File: config.mk
export PLATFORM = sky130hd
export DESIGN_NAME = nand_exerciser
export DESIGN_NICKNAME = d
export VERILOG_FILES = /design/src/rtl/nand_exerciser_pkg.sv /design/src/rtl/nand_exerciser_hold.sv /design/src/rtl/nand_exerciser.sv
export SDC_FILE = /design/constraint.sdc
export NUM_CORES = 1
export LEC_CHECK = 0
export ABC_AREA = 1
export BUFFER_PORTS_ARGS = -buffer_cell sky130_fd_sc_hd__buf_2
export CORE_UTILIZATION = 40
export CTS_BUF_LIST = sky130_fd_sc_hd__clkbuf_4 sky130_fd_sc_hd__clkbuf_8
export DETAILED_ROUTE_END_ITERATION = 6
export PLACE_DENSITY = 0.62
export SLEW_MARGIN = 20
export SYNTH_ARGS = -nofsm -noshare
export SYNTH_HDL_FRONTEND = slang
export SYNTH_SLANG_ARGS = --single-unit
File: constraint.sdc
create_clock -name clk -period 2.5 [get_ports clk]
set_input_delay 0.125 -clock clk [delete_from_list [all_inputs] [get_ports clk]]
set_output_delay 0.125 -clock clk [all_outputs]
set_load 0.02 [all_outputs]
File: src/rtl/nand_exerciser_pkg.sv
// Shared types and constants for the NAND exerciser: FSM state encoding,
// sweep length and operand widths.
package nand_exerciser_pkg;

    localparam int OP_W        = 2;                          // operand width of the NAND stage
    localparam int VEC_W       = 2 * OP_W;                   // {a,b} vector index width
    localparam int NUM_VECTORS = 16;                         // all operand combinations
    localparam int ERR_W       = $clog2(NUM_VECTORS + 1);    // counts 0..16 without wrap
    localparam logic [VEC_W-1:0] LAST_VEC = 4'd15;

    typedef enum logic [1:0] {
        IDLE   = 2'd0,
        DRIVE  = 2'd1,
        SAMPLE = 2'd2,
        DONE   = 2'd3
    } state_e;

endpackage

File: src/rtl/nand_exerciser_hold.sv
// hold_timer: loadable down-counter that measures how long each vector is
// held on the NAND inputs. After a load it reports expired once HOLD_CYCLES
// cycles (including the load cycle's successor) have elapsed.
module hold_timer #(
    parameter int HOLD_CYCLES = 2
) (
    input  logic clk,
    input  logic rst_n,
    input  logic load,
    output logic expired
);

    localparam int CW = (HOLD_CYCLES > 1) ? $clog2(HOLD_CYCLES) : 1;
    localparam logic [CW-1:0] LOAD_VAL = CW'(HOLD_CYCLES - 1);

    logic [CW-1:0] count_r;

    // Load on DRIVE entry, then count down to zero and stay there
    always_ff @(posedge clk or negedge rst_n) begin
        if (!rst_n) begin
            count_r <= {CW{1'b0}};
        end else if (load) begin
            count_r <= LOAD_VAL;
        end else if (count_r != {CW{1'b0}}) begin
            count_r <= count_r - {{(CW-1){1'b0}}, 1'b1};
        end else begin
            count_r <= count_r;
        end
    end

    assign expired = (count_r == {CW{1'b0}});

endmodule

File: src/rtl/nand_exerciser.sv
// nand_exerciser: walks all 16 {a,b} operand pairs through the 2-bit NAND
// stage, samples dut_out after HOLD_CYCLES cycles and counts mismatches
// against ~(a & b). Reports busy/done, err_count and pass.
// Optional feature macro: NAND_EXERCISER_FAIL_CAPTURE_EN adds the fail_idx
// port holding the index of the first failing vector of the last sweep.
module nand_exerciser
    import nand_exerciser_pkg::*;
#(
    parameter int HOLD_CYCLES = 2
) (
    input  logic             clk,
    input  logic             rst_n,
    input  logic             start,
    input  logic [OP_W-1:0]  dut_out,
    output logic [OP_W-1:0]  a,
    output logic [OP_W-1:0]  b,
    output logic [VEC_W-1:0] vec_idx,
    output logic             busy,
    output logic             done,
    output logic [ERR_W-1:0] err_count,
    output logic             pass
`ifdef NAND_EXERCISER_FAIL_CAPTURE_EN
    ,
    output logic [VEC_W-1:0] fail_idx
`endif
);

    if (HOLD_CYCLES < 1) begin : g_hold_check
        $error("nand_exerciser: HOLD_CYCLES must be >= 1");
    end

    localparam logic [1:0] ST_IDLE   = IDLE;
    localparam logic [1:0] ST_DRIVE  = DRIVE;
    localparam logic [1:0] ST_SAMPLE = SAMPLE;
    localparam logic [1:0] ST_DONE   = DONE;

    logic [1:0]       state_r;
    logic [1:0]       state_next_s;
    logic             load_s;
    logic             expired_s;
    logic             accept_s;
    logic             last_s;
    logic             advance_s;
    logic             finish_s;
    logic             mismatch_s;
    logic [ERR_W-1:0] err_next_s;

    hold_timer #(
        .HOLD_CYCLES(HOLD_CYCLES)
    ) u_hold_timer (
        .clk     (clk),
        .rst_n   (rst_n),
        .load    (load_s),
        .expired (expired_s)
    );

    assign accept_s   = (state_r == ST_IDLE) && start;
    assign last_s     = (vec_idx == LAST_VEC);
    assign advance_s  = (state_r == ST_SAMPLE) && !last_s;
    assign finish_s   = (state_r == ST_SAMPLE) && last_s;
    // Golden compare: the NAND stage must return ~(a & b)
    assign mismatch_s = (state_r == ST_SAMPLE) && (dut_out != ~(a & b));
    assign err_next_s = err_count + {{(ERR_W-1){1'b0}}, mismatch_s};

    // Next-state logic; the hold timer is (re)loaded on every DRIVE entry
    always_comb begin
        state_next_s = state_r;
        load_s       = 1'b0;
        case (state_r)
            ST_IDLE: begin
                if (start) begin
                    state_next_s = ST_DRIVE;
                    load_s       = 1'b1;
                end else begin
                    state_next_s = ST_IDLE;
                end
            end
            ST_DRIVE: begin
                if (expired_s) begin
                    state_next_s = ST_SAMPLE;
                end else begin
                    state_next_s = ST_DRIVE;
                end
            end
            ST_SAMPLE: begin
                if (last_s) begin
                    state_next_s = ST_DONE;
                end else begin
                    state_next_s = ST_DRIVE;
                    load_s       = 1'b1;
                end
            end
            ST_DONE: begin
                state_next_s = ST_IDLE;
            end
            default: begin
                state_next_s = ST_IDLE;
            end
        endcase
    end

    // FSM state register
    always_ff @(posedge clk or negedge rst_n) begin
        if (!rst_n) begin
            state_r <= ST_IDLE;
        end else begin
            state_r <= state_next_s;
        end
    end

    // Operand and index registers: restart at vector 0, step after each non-final sample
    always_ff @(posedge clk or negedge rst_n) begin
        if (!rst_n) begin
            vec_idx <= 4'd0;
            a       <= 2'd0;
            b       <= 2'd0;
        end else if (accept_s) begin
            vec_idx <= 4'd0;
            a       <= 2'd0;
            b       <= 2'd0;
        end else if (advance_s) begin
            vec_idx <= vec_idx + 4'd1;
            {a, b}  <= vec_idx + 4'd1;
        end else begin
            vec_idx <= vec_idx;
            a       <= a;
            b       <= b;
        end
    end

    // Mismatch counter, cleared on accepted start and updated at the end of each SAMPLE
    always_ff @(posedge clk or negedge rst_n) begin
        if (!rst_n) begin
            err_count <= 5'd0;
        end else if (accept_s) begin
            err_count <= 5'd0;
        end else if (state_r == ST_SAMPLE) begin
            err_count <= err_next_s;
        end else begin
            err_count <= err_count;
        end
    end

    // Status flags: busy spans the sweep, done pulses in DONE, pass includes the last sample
    always_ff @(posedge clk or negedge rst_n) begin
        if (!rst_n) begin
            busy <= 1'b0;
            done <= 1'b0;
            pass <= 1'b0;
        end else begin
            done <= finish_s;
            if (accept_s) begin
                busy <= 1'b1;
                pass <= 1'b0;
            end else if (finish_s) begin
                busy <= 1'b0;
                pass <= (err_next_s == 5'd0);
            end else begin
                busy <= busy;
                pass <= pass;
            end
        end
    end

`ifdef NAND_EXERCISER_FAIL_CAPTURE_EN
    // First-failure capture: only the first mismatch of a sweep is latched
    always_ff @(posedge clk or negedge rst_n) begin
        if (!rst_n) begin
            fail_idx <= 4'd0;
        end else if (accept_s) begin
            fail_idx <= 4'd0;
        end else if (mismatch_s && (err_count == 5'd0)) begin
            fail_idx <= vec_idx;
        end else begin
            fail_idx <= fail_idx;
        end
    end
`endif

endmodule

==> results.txt, run 1 <==
----------------------------------------------------
[Status]
  Result of the run ... finished clean

[Power]
  Cell internal pwr ... roughly 500 uW
  Clock share of power ... about 15%
  NetSw ... 409 uW
  Total leakage power ... approximately 0.00052 uW
  Switching power share of the total ... between 40% and 50%
  Worst-case vdd ir drop ... 0.413 mV
  Power density cells ... about 960 mW/mm^2
  Portion of total power attributed to combinational logic ... between 40% and 50%
  Sequential cell fraction of total power ... a little over two fifths

[Drt]
  Detail Route Antenna Nets ... 0
  Ratio of routed vias to standard cells ... 4.73
  Routed length per instance ... 10.8 um
  DRC violation count after routing ... 0
  Initial DRC Count ... 13
  Pre-Repair DR Iteration Count ... 4
  DR vias ... ~680
  Overall routed net length ... approximately 1.6 mm

[Die]
  Initial Utilization ... between 40% and 50%
  Die Outline Area ... 0.00221 mm^2
  Rows ... 15
  Core ar. ... approximately 0.0018 mm^2
  Horizontal extent of the die ... between 40 and 50 um
  Count of pins on the block boundary ... 21
  Die span in y ... around 47 um

[GRT]
  Met2 track demand over resource in global routing ... about a quarter
  Maximum number of pins on one net before global-route repair ... 16
  Total Routing Usage GR ... between 15 and 20%
  Global-route wire length before repair ... around 2.6 mm
  Routing usage on met1 ... about a quarter
  Number of antenna violations at the first check in global routing ... 0
  M3 GR Usage ... ~6.9%
  Number of global-route vias before repair ... 609
  Most heavily used metal layer in global routing ... met2
  Global route total overflow ... 0

[Critical path]
  Crit Path Class ... flop to flop
  Most used cell along the critical path ... sky130_fd_sc_hd__nand2_1
  Type of destination of the critical path ... flop
  Arrival time worst endpoint ... 2.07 ns
  Register-to-Register Setup Slack ... 0.67 ns
  Series of cell instances along the critical path ... nand2_1 -> xor2_1 -> nor2_1 -> nor2_1 -> ha_1 -> ha_1 -> inv_1 -> nand2_1 -> nand2_1 -> nand3_1 -> nor2_1 -> nand2_1 -> nand2_1
  Cell depth of the worst flop-to-flop path ... 13
  CP max stage cell ... sky130_fd_sc_hd__dfrtp_1
  Largest stage delay on the critical path ... 0.48 ns
  Startpoint types ... flop
  Maximum net fanout on the critical path ... 6
  Data required time at the worst endpoint ... between 2 and 3 ns

[Flow run]
  Max-cap check violation count ... 0

[STA]
  Max-Slew Margin vs Limit ... just under 80%
  Final Cycle Share ... 73.2%
  Clock skew after layout ... around 0.016 ns
  Final count of negative-setup-slack endpoints ... 0
  Shortest clock period the worst path allows after layout ... approximately 1.8 ns
  Worst slew pin tran ... 0.340 ns
  Final hold violation count ... 0
  Highest Clock Rate ... 0.546 GHz
  Final number of max-transition violations ... 0
  WHS ... between 0.2 and 0.25 ns
  RSZ-0062 raised after global routing ... no
  Sum of negative setup slack ... 0 ns

[Synth]
  Number of flops mapped to enable cells by yosys ... 0
  Post-synth cell types ... 18
  Count of synthesis-stage warnings from yosys ... 0
  Sequential element share of the synthesized area ... 46.3%
  Synthesized flop and latch total ... 15
  Syn_nets ... approximately 110
  Top FF cell, synth ... sky130_fd_sc_hd__dfrtp_1
  Cell type with the highest aggregate area in the netlist ... sky130_fd_sc_hd__dfrtp_1
  Mapped Avg Cell Area ... slightly above 8 um^2
  Most numerous cell types in the synthesized netlist ... sky130_fd_sc_hd__nand2_1, sky130_fd_sc_hd__dfrtp_1, sky130_fd_sc_hd__nor2_1
  Cell with the most instances after synthesis ... sky130_fd_sc_hd__nand2_1
  Area share of the largest cell type after synthesis ... 46.3%
  Post-synthesis async set-or-reset flop share ... 100%
  Top post-synthesis cells by area ... sky130_fd_sc_hd__dfrtp_1, sky130_fd_sc_hd__nand2_1, sky130_fd_sc_hd__nand3_1, sky130_fd_sc_hd__ha_1, sky130_fd_sc_hd__nor2_1
  Mapped cell area ... around 810 um^2
  Cells after Synth ... slightly below 100

[Clocking]
  Number of levels the H-tree was split into ... 1
  Clock slew seen by the registers of the worst setup and hold paths ... about 0.10 ns
  Later-pin clock latency in the skew report ... between 0.2 and 0.3 ns
  Number of clock sinks ... 15
  Clock Root Buffer ... sky130_fd_sc_hd__clkbuf_4
  Clock tree from TritonCTS ... done
  Inserted Clock Buffers ... 3
  Clk buf depth ... 2
  Number of gates resized after cts ... 0

[Finish]
  Number of antenna repair diodes ... 0
  Final core utilization ... around 52%
  Area grow syn2layout ... 17.1%
  Share of post-route cells with drive strength above 1 ... roughly 30%
  Final Net Count ... 128

[Min path]
  Min-delay worst type ... input pin to flop
  Hold Crit Depth ... 3

[Placed design]
  Number of input and output port buffers inserted ... 20
  Final HPWL from detailed placement ... between 1 and 1.5 mm
  Routability cong. ... 0.852

----------------------------------------------------
==> per-stage QoR <==
stage / worst slack [ns] / area (um^2) / power [uW] / cells
6_report: 0.670 / 950 / 908 / 144
3_5_place_dp: 0.691 / 912 / 780 / 139
2_1_floorplan: 0.736 / 811 / 681 / 98
4_1_cts: 0.669 / 950 / 921 / 144
3_3_place_gp: 0.690 / 912 / 775 / 139
5_1_grt: 0.429 / 950 / 987 / 144
==> layer usage <==
metal	part of all wire (%)	routed length [um]
met3	4.8	74
met5	0	0
met4	1.4	21
met1	48	741
met2	46	714
==> cells in the final DEF, fill, tap and decap left out, drive strengths merged <==
cell type / count
nand2: 32
ha: 3
clkbuf: 3
dlygate4sd3: 1
clkinv: 1
o31ai: 1
o21ai: 3
inv: 10
a21oi: 1
dfrtp: 15
nand4: 2
nor3: 1
nand3: 8
xor2: 3
buf: 20
o22ai: 1
nor2: 14
==> critical path: cells and delay by family (launching register included) <==
kind | cells | cell delay [ns]
and+or+nand+nor | 9 | 0.64
xor gates and xnor gates | 1 | 0.14
DFF | 1 | 0.48
adders and majority gates | 2 | 0.44
buffers and inverters | 1 | 0.06
==> power groups by stage <==
stage / Combinational (uW) / Sequential (uW) / Clock (uW)
floorplan: 255 / 426 / 0
global placement: 392 / 383 / 0
detailed placement: 394 / 386 / 0
CTS: 396 / 381 / 144
global route: 439 / 394 / 154
finish: 390 / 381 / 137
==> final timing paths <==
check	start	end
min in group asynchronous	rst_n	a[1]
max in group asynchronous	rst_n	vec_idx[1]
max reg2reg	b[0]	pass
max	b[0]	pass
min	start	busy
min reg2reg	u_hold_timer.count_r	state_r[1]
==> sequential cells by signal, summed over array words and instances, names as in the netlist <==
name	count
err_count	5
state_r	2
b	1
u_hold_timer.count_r	1
done	1
a	2
busy	1
pass	1
vec_idx	1
==> layout make-up <==
class,instances,area [um^2]
sequential,15,375
inverter,10,37.5
clock inverter,1,5.00
timing repair buffer,21,110
clock buffer,3,22.5
multi-input combinational,69,368
tap,25,31.3
fill,187,871
==> cell families after synthesis <==
family          count (synthesis)  share of synthesized area (%)
fa+ha+maj                       3                           4.63
compound gates                  6                           6.33
buf+inv                        14                           8.33
simple gates                   57                           31.2
flops                          15                           46.3
xor+xnor                        3                           3.24
==> timing repair <==
action,CTS,global route
buffers inserted,0,0
hold endpoints to repair,15,0
hold buffers,1,0
(Power assumes the default switching activity.)
==> run 2, diff against run 1 <==
- clock period: 2.5 -> 1.8 ns (I/O delays scaled with it)
==> run 2 against run 1 <==
Net effect: power increased by 54%; critical endpoint unchanged; count of clock-buffer cells in the layout increased by 1; largest power group unchanged; hold slack got worse by 0.0093 ns; clock power increased by 53%; flip-flop and latch count unchanged; global-route usage decreased by 0.70 points; register-to-register slack got worse by 0.60 ns.
==> results.txt, run 2 (synthesis gave the netlist of run 1 again) <==
----------------------------------------------------
[Status]
  Result of the run ... finished clean

[Clocking]
  Number of levels the H-tree was split into ... 1 (unchanged)
  Clock tree from TritonCTS ... done
  Later-pin clock latency in the skew report ... 0.28 ns (about the same)
  Clk buf depth ... 2 (unchanged)
  Number of clock sinks ... 15 (unchanged)
  Inserted Clock Buffers ... 3 (unchanged)
  Clock Root Buffer ... sky130_fd_sc_hd__clkbuf_4
  Clock slew seen by the registers of the worst setup and hold paths ... 0.09 ns (about the same)

[Die]
  Core ar. ... 0.00182 mm^2 (unchanged)
  Count of pins on the block boundary ... 21 (unchanged)
  Die span in y ... 47.0 um (unchanged)
  Horizontal extent of the die ... 47.0 um (unchanged)
  Initial Utilization ... 44.5% (unchanged)
  Die Outline Area ... 0.00221 mm^2 (unchanged)
  Rows ... 15 (unchanged)

[Drt]
  Initial DRC Count ... 21 (+8)
  Pre-Repair DR Iteration Count ... 4 (unchanged)
  Ratio of routed vias to standard cells ... 4.66 (-1.6%)
  Routed length per instance ... 11.2 um (+3.7%)
  DR vias ... 703 (+3.2%)
  Detail Route Antenna Nets ... 0 (unchanged)
  Overall routed net length ... 1.69 mm (+8.8%)
  DRC violation count after routing ... 0 (unchanged)

[Finish]
  Layout Cell Area excl Fill ... 0.00104 mm^2 (+9.7%)
  Final core utilization ... 57.3% (+5.1 points)
  Number of antenna repair diodes ... 0 (unchanged)
  Flip-flop count of the largest register after layout ... 5 (unchanged)
  Commonest non-fill, non-tap cell in the layout ... sky130_fd_sc_hd__nand2_1
  Final Net Count ... 135 (+5.5%)
  Largest regs ... err_count (5), a (2), state_r (2)
  Area grow syn2layout ... 28.5%
  Commonest cells after routing, fill and taps aside ... sky130_fd_sc_hd__nand2_1, sky130_fd_sc_hd__buf_2, sky130_fd_sc_hd__dfrtp_1, sky130_fd_sc_hd__nor2_1
  Fin cells ... 151 (+4.9%)
  Number of filler instances in the final layout ... 172 (-8.0%)
  Most flop-heavy register ... err_count
  Share of post-route cells with drive strength above 1 ... 41.3% (+11 points)

[Critical path]
  Maximum net fanout on the critical path ... 5 (-1)
  Series of cell instances along the critical path ... nand2_1 -> xor2_1 -> nor2_1 -> nor2_1 -> ha_2 -> ha_4 -> nor2_4 -> nand3_2 -> nor2_2 -> nand2_1 -> nand2_1
  Startpoint types ... flop
  CP max stage cell ... sky130_fd_sc_hd__dfrtp_1
  Most used cell along the critical path ... sky130_fd_sc_hd__nand2_1
  Largest stage delay on the critical path ... 0.44 ns (-0.04 ns)
  Data required time at the worst endpoint ... 2.03 ns (-0.71 ns)
  Type of destination of the critical path ... flop
  Crit Path Class ... flop to flop
  Arrival time worst endpoint ... 1.96 ns (-0.11 ns)

[Power]
  Worst-case vdd ir drop ... 0.599 mV (+45%)
  Power density cells ... 1340 mW/mm^2 (+40%)
  Overall power of the completed layout ... 1400 uW (+54%)
  Total leakage power ... 0.000562 uW (+7.3%)

[STA]
  Final hold violation count ... 0 (unchanged)
  Shortest clock period the worst path allows after layout ... 1.73 ns (-0.0997 ns)
  Max-Slew Margin vs Limit ... 76.6% (-0.74 points)
  Highest Clock Rate ... 0.578 GHz (+5.8%)
  RSZ-0062 raised after global routing ... yes
  Worst slew pin tran ... 0.351 ns (+0.0111 ns)
  Clock skew after layout ... 0.00381 ns (-0.0121 ns)
  Final count of negative-setup-slack endpoints ... 0 (unchanged)
  Sum of negative setup slack ... 0 ns (unchanged)
  Final Cycle Share ... 96.1% (+23 points)
  Final number of max-transition violations ... 0 (unchanged)

[GRT]
  Number of global-route vias before repair ... 591 (-3.0%)
  Total Routing Usage GR ... 16.9% (-0.70 points)
  Global-route wire length before repair ... 2.52 mm (-3.2%)
  Global route total overflow ... 0 (unchanged)
  Number of antenna violations at the first check in global routing ... 0 (unchanged)
  Maximum number of pins on one net before global-route repair ... 16 (unchanged)

[Placed design]
  Number of input and output port buffers inserted ... 20 (unchanged)
  Post-placement cell count ... 143 (+2.9%)
  Placed standard-cell area ... 942 um^2 (+3.3%)
  Routability cong. ... 0.877 (+2.9%)
  Final HPWL from detailed placement ... 1.22 mm (+3.7%)

[Flow run]
  Max-cap check violation count ... 0 (unchanged)

[Min path]
  Min-delay worst type ... input pin to flop

----------------------------------------------------
## run 2: cell types whose count changed in the layout (fill, tap and decap cells not counted), moves of 2 or more
cell                      delta
sky130_fd_sc_hd__ha_1        -2
sky130_fd_sc_hd__nand2_2     +3
sky130_fd_sc_hd__nand2_1     -3
sky130_fd_sc_hd__nor2_1      -2
sky130_fd_sc_hd__buf_4       +7
## run 2: final cells by class
class | instances | area (um^2) | share of cell area [%]
multi-input combinational | 69 | 405 | 38.9
sequential | 15 | 375 | 36.0
timing repair buffer | 28 | 163 | 15.6
inverter | 10 | 37.5 | 3.60
tap | 25 | 31.3 | 3.00
clock buffer | 4 | 30.0 | 2.88
## run 2: worst paths after layout
| kind | end | start | depth (start not counted) | slack, ns |
|---|---|---|---|---|
| max | pass | a[1] | 11 | 0.07 |
| min | b[0] | start | 4 | 0.20 |
| max reg2reg | pass | a[1] | 11 | 0.07 |
| min reg2reg | state_r[1] | u_hold_timer.count_r | 1 | 0.46 |
| max in group asynchronous | vec_idx[1] | rst_n | 2 | 1.30 |
| min in group asynchronous | state_r[0] | rst_n | 2 | 0.24 |
## run 2: what timing repair did
action / 4_1_cts / 5_1_grt
buffers inserted: 0 / 3
hold endpoints to repair: 15 / 0
gates resized for setup: 0 / 11
hold buffers: 1 / 0
setup endpoints to repair: 0 / 3
## run 2: worst max-delay path, delay by kind of cell, from the launching register on
family / cells / cell delay (ns)
XOR/XNOR: 1 / 0.14
adder cells (fa/ha/maj): 2 / 0.44
flip-flops: 1 / 0.44
AND/OR/NAND/NOR: 8 / 0.66
## run 2: metrics by stage
stage                     worst slack (ns)  hold slack (ns)
after global placement              0.0443           0.0163
after CTS                          0.00353            0.189
after floorplan                     0.0355           -0.206
after global routing               -0.0467            0.215
after detailed placement            0.0260           0.0208
final                               0.0693            0.195
## run 2: per-layer routing
layer  wire [um]  vias up  share of wire (%)  global-route usage [%]
met5           0        -                  0                       0
met4          12        0               0.71                    8.57
met3          56        2                3.3                    2.31
met2         769       15                 46                    23.6
met1         849      321                 50                    25.2
li1            -      365                  -                       -
## run 2: where the power goes
group / total (uW) / internal [uW] / switching, uW
logic: 677 / 258 / 419
registers: 513 / 426 / 86.6
clock network: 210 / 101 / 109
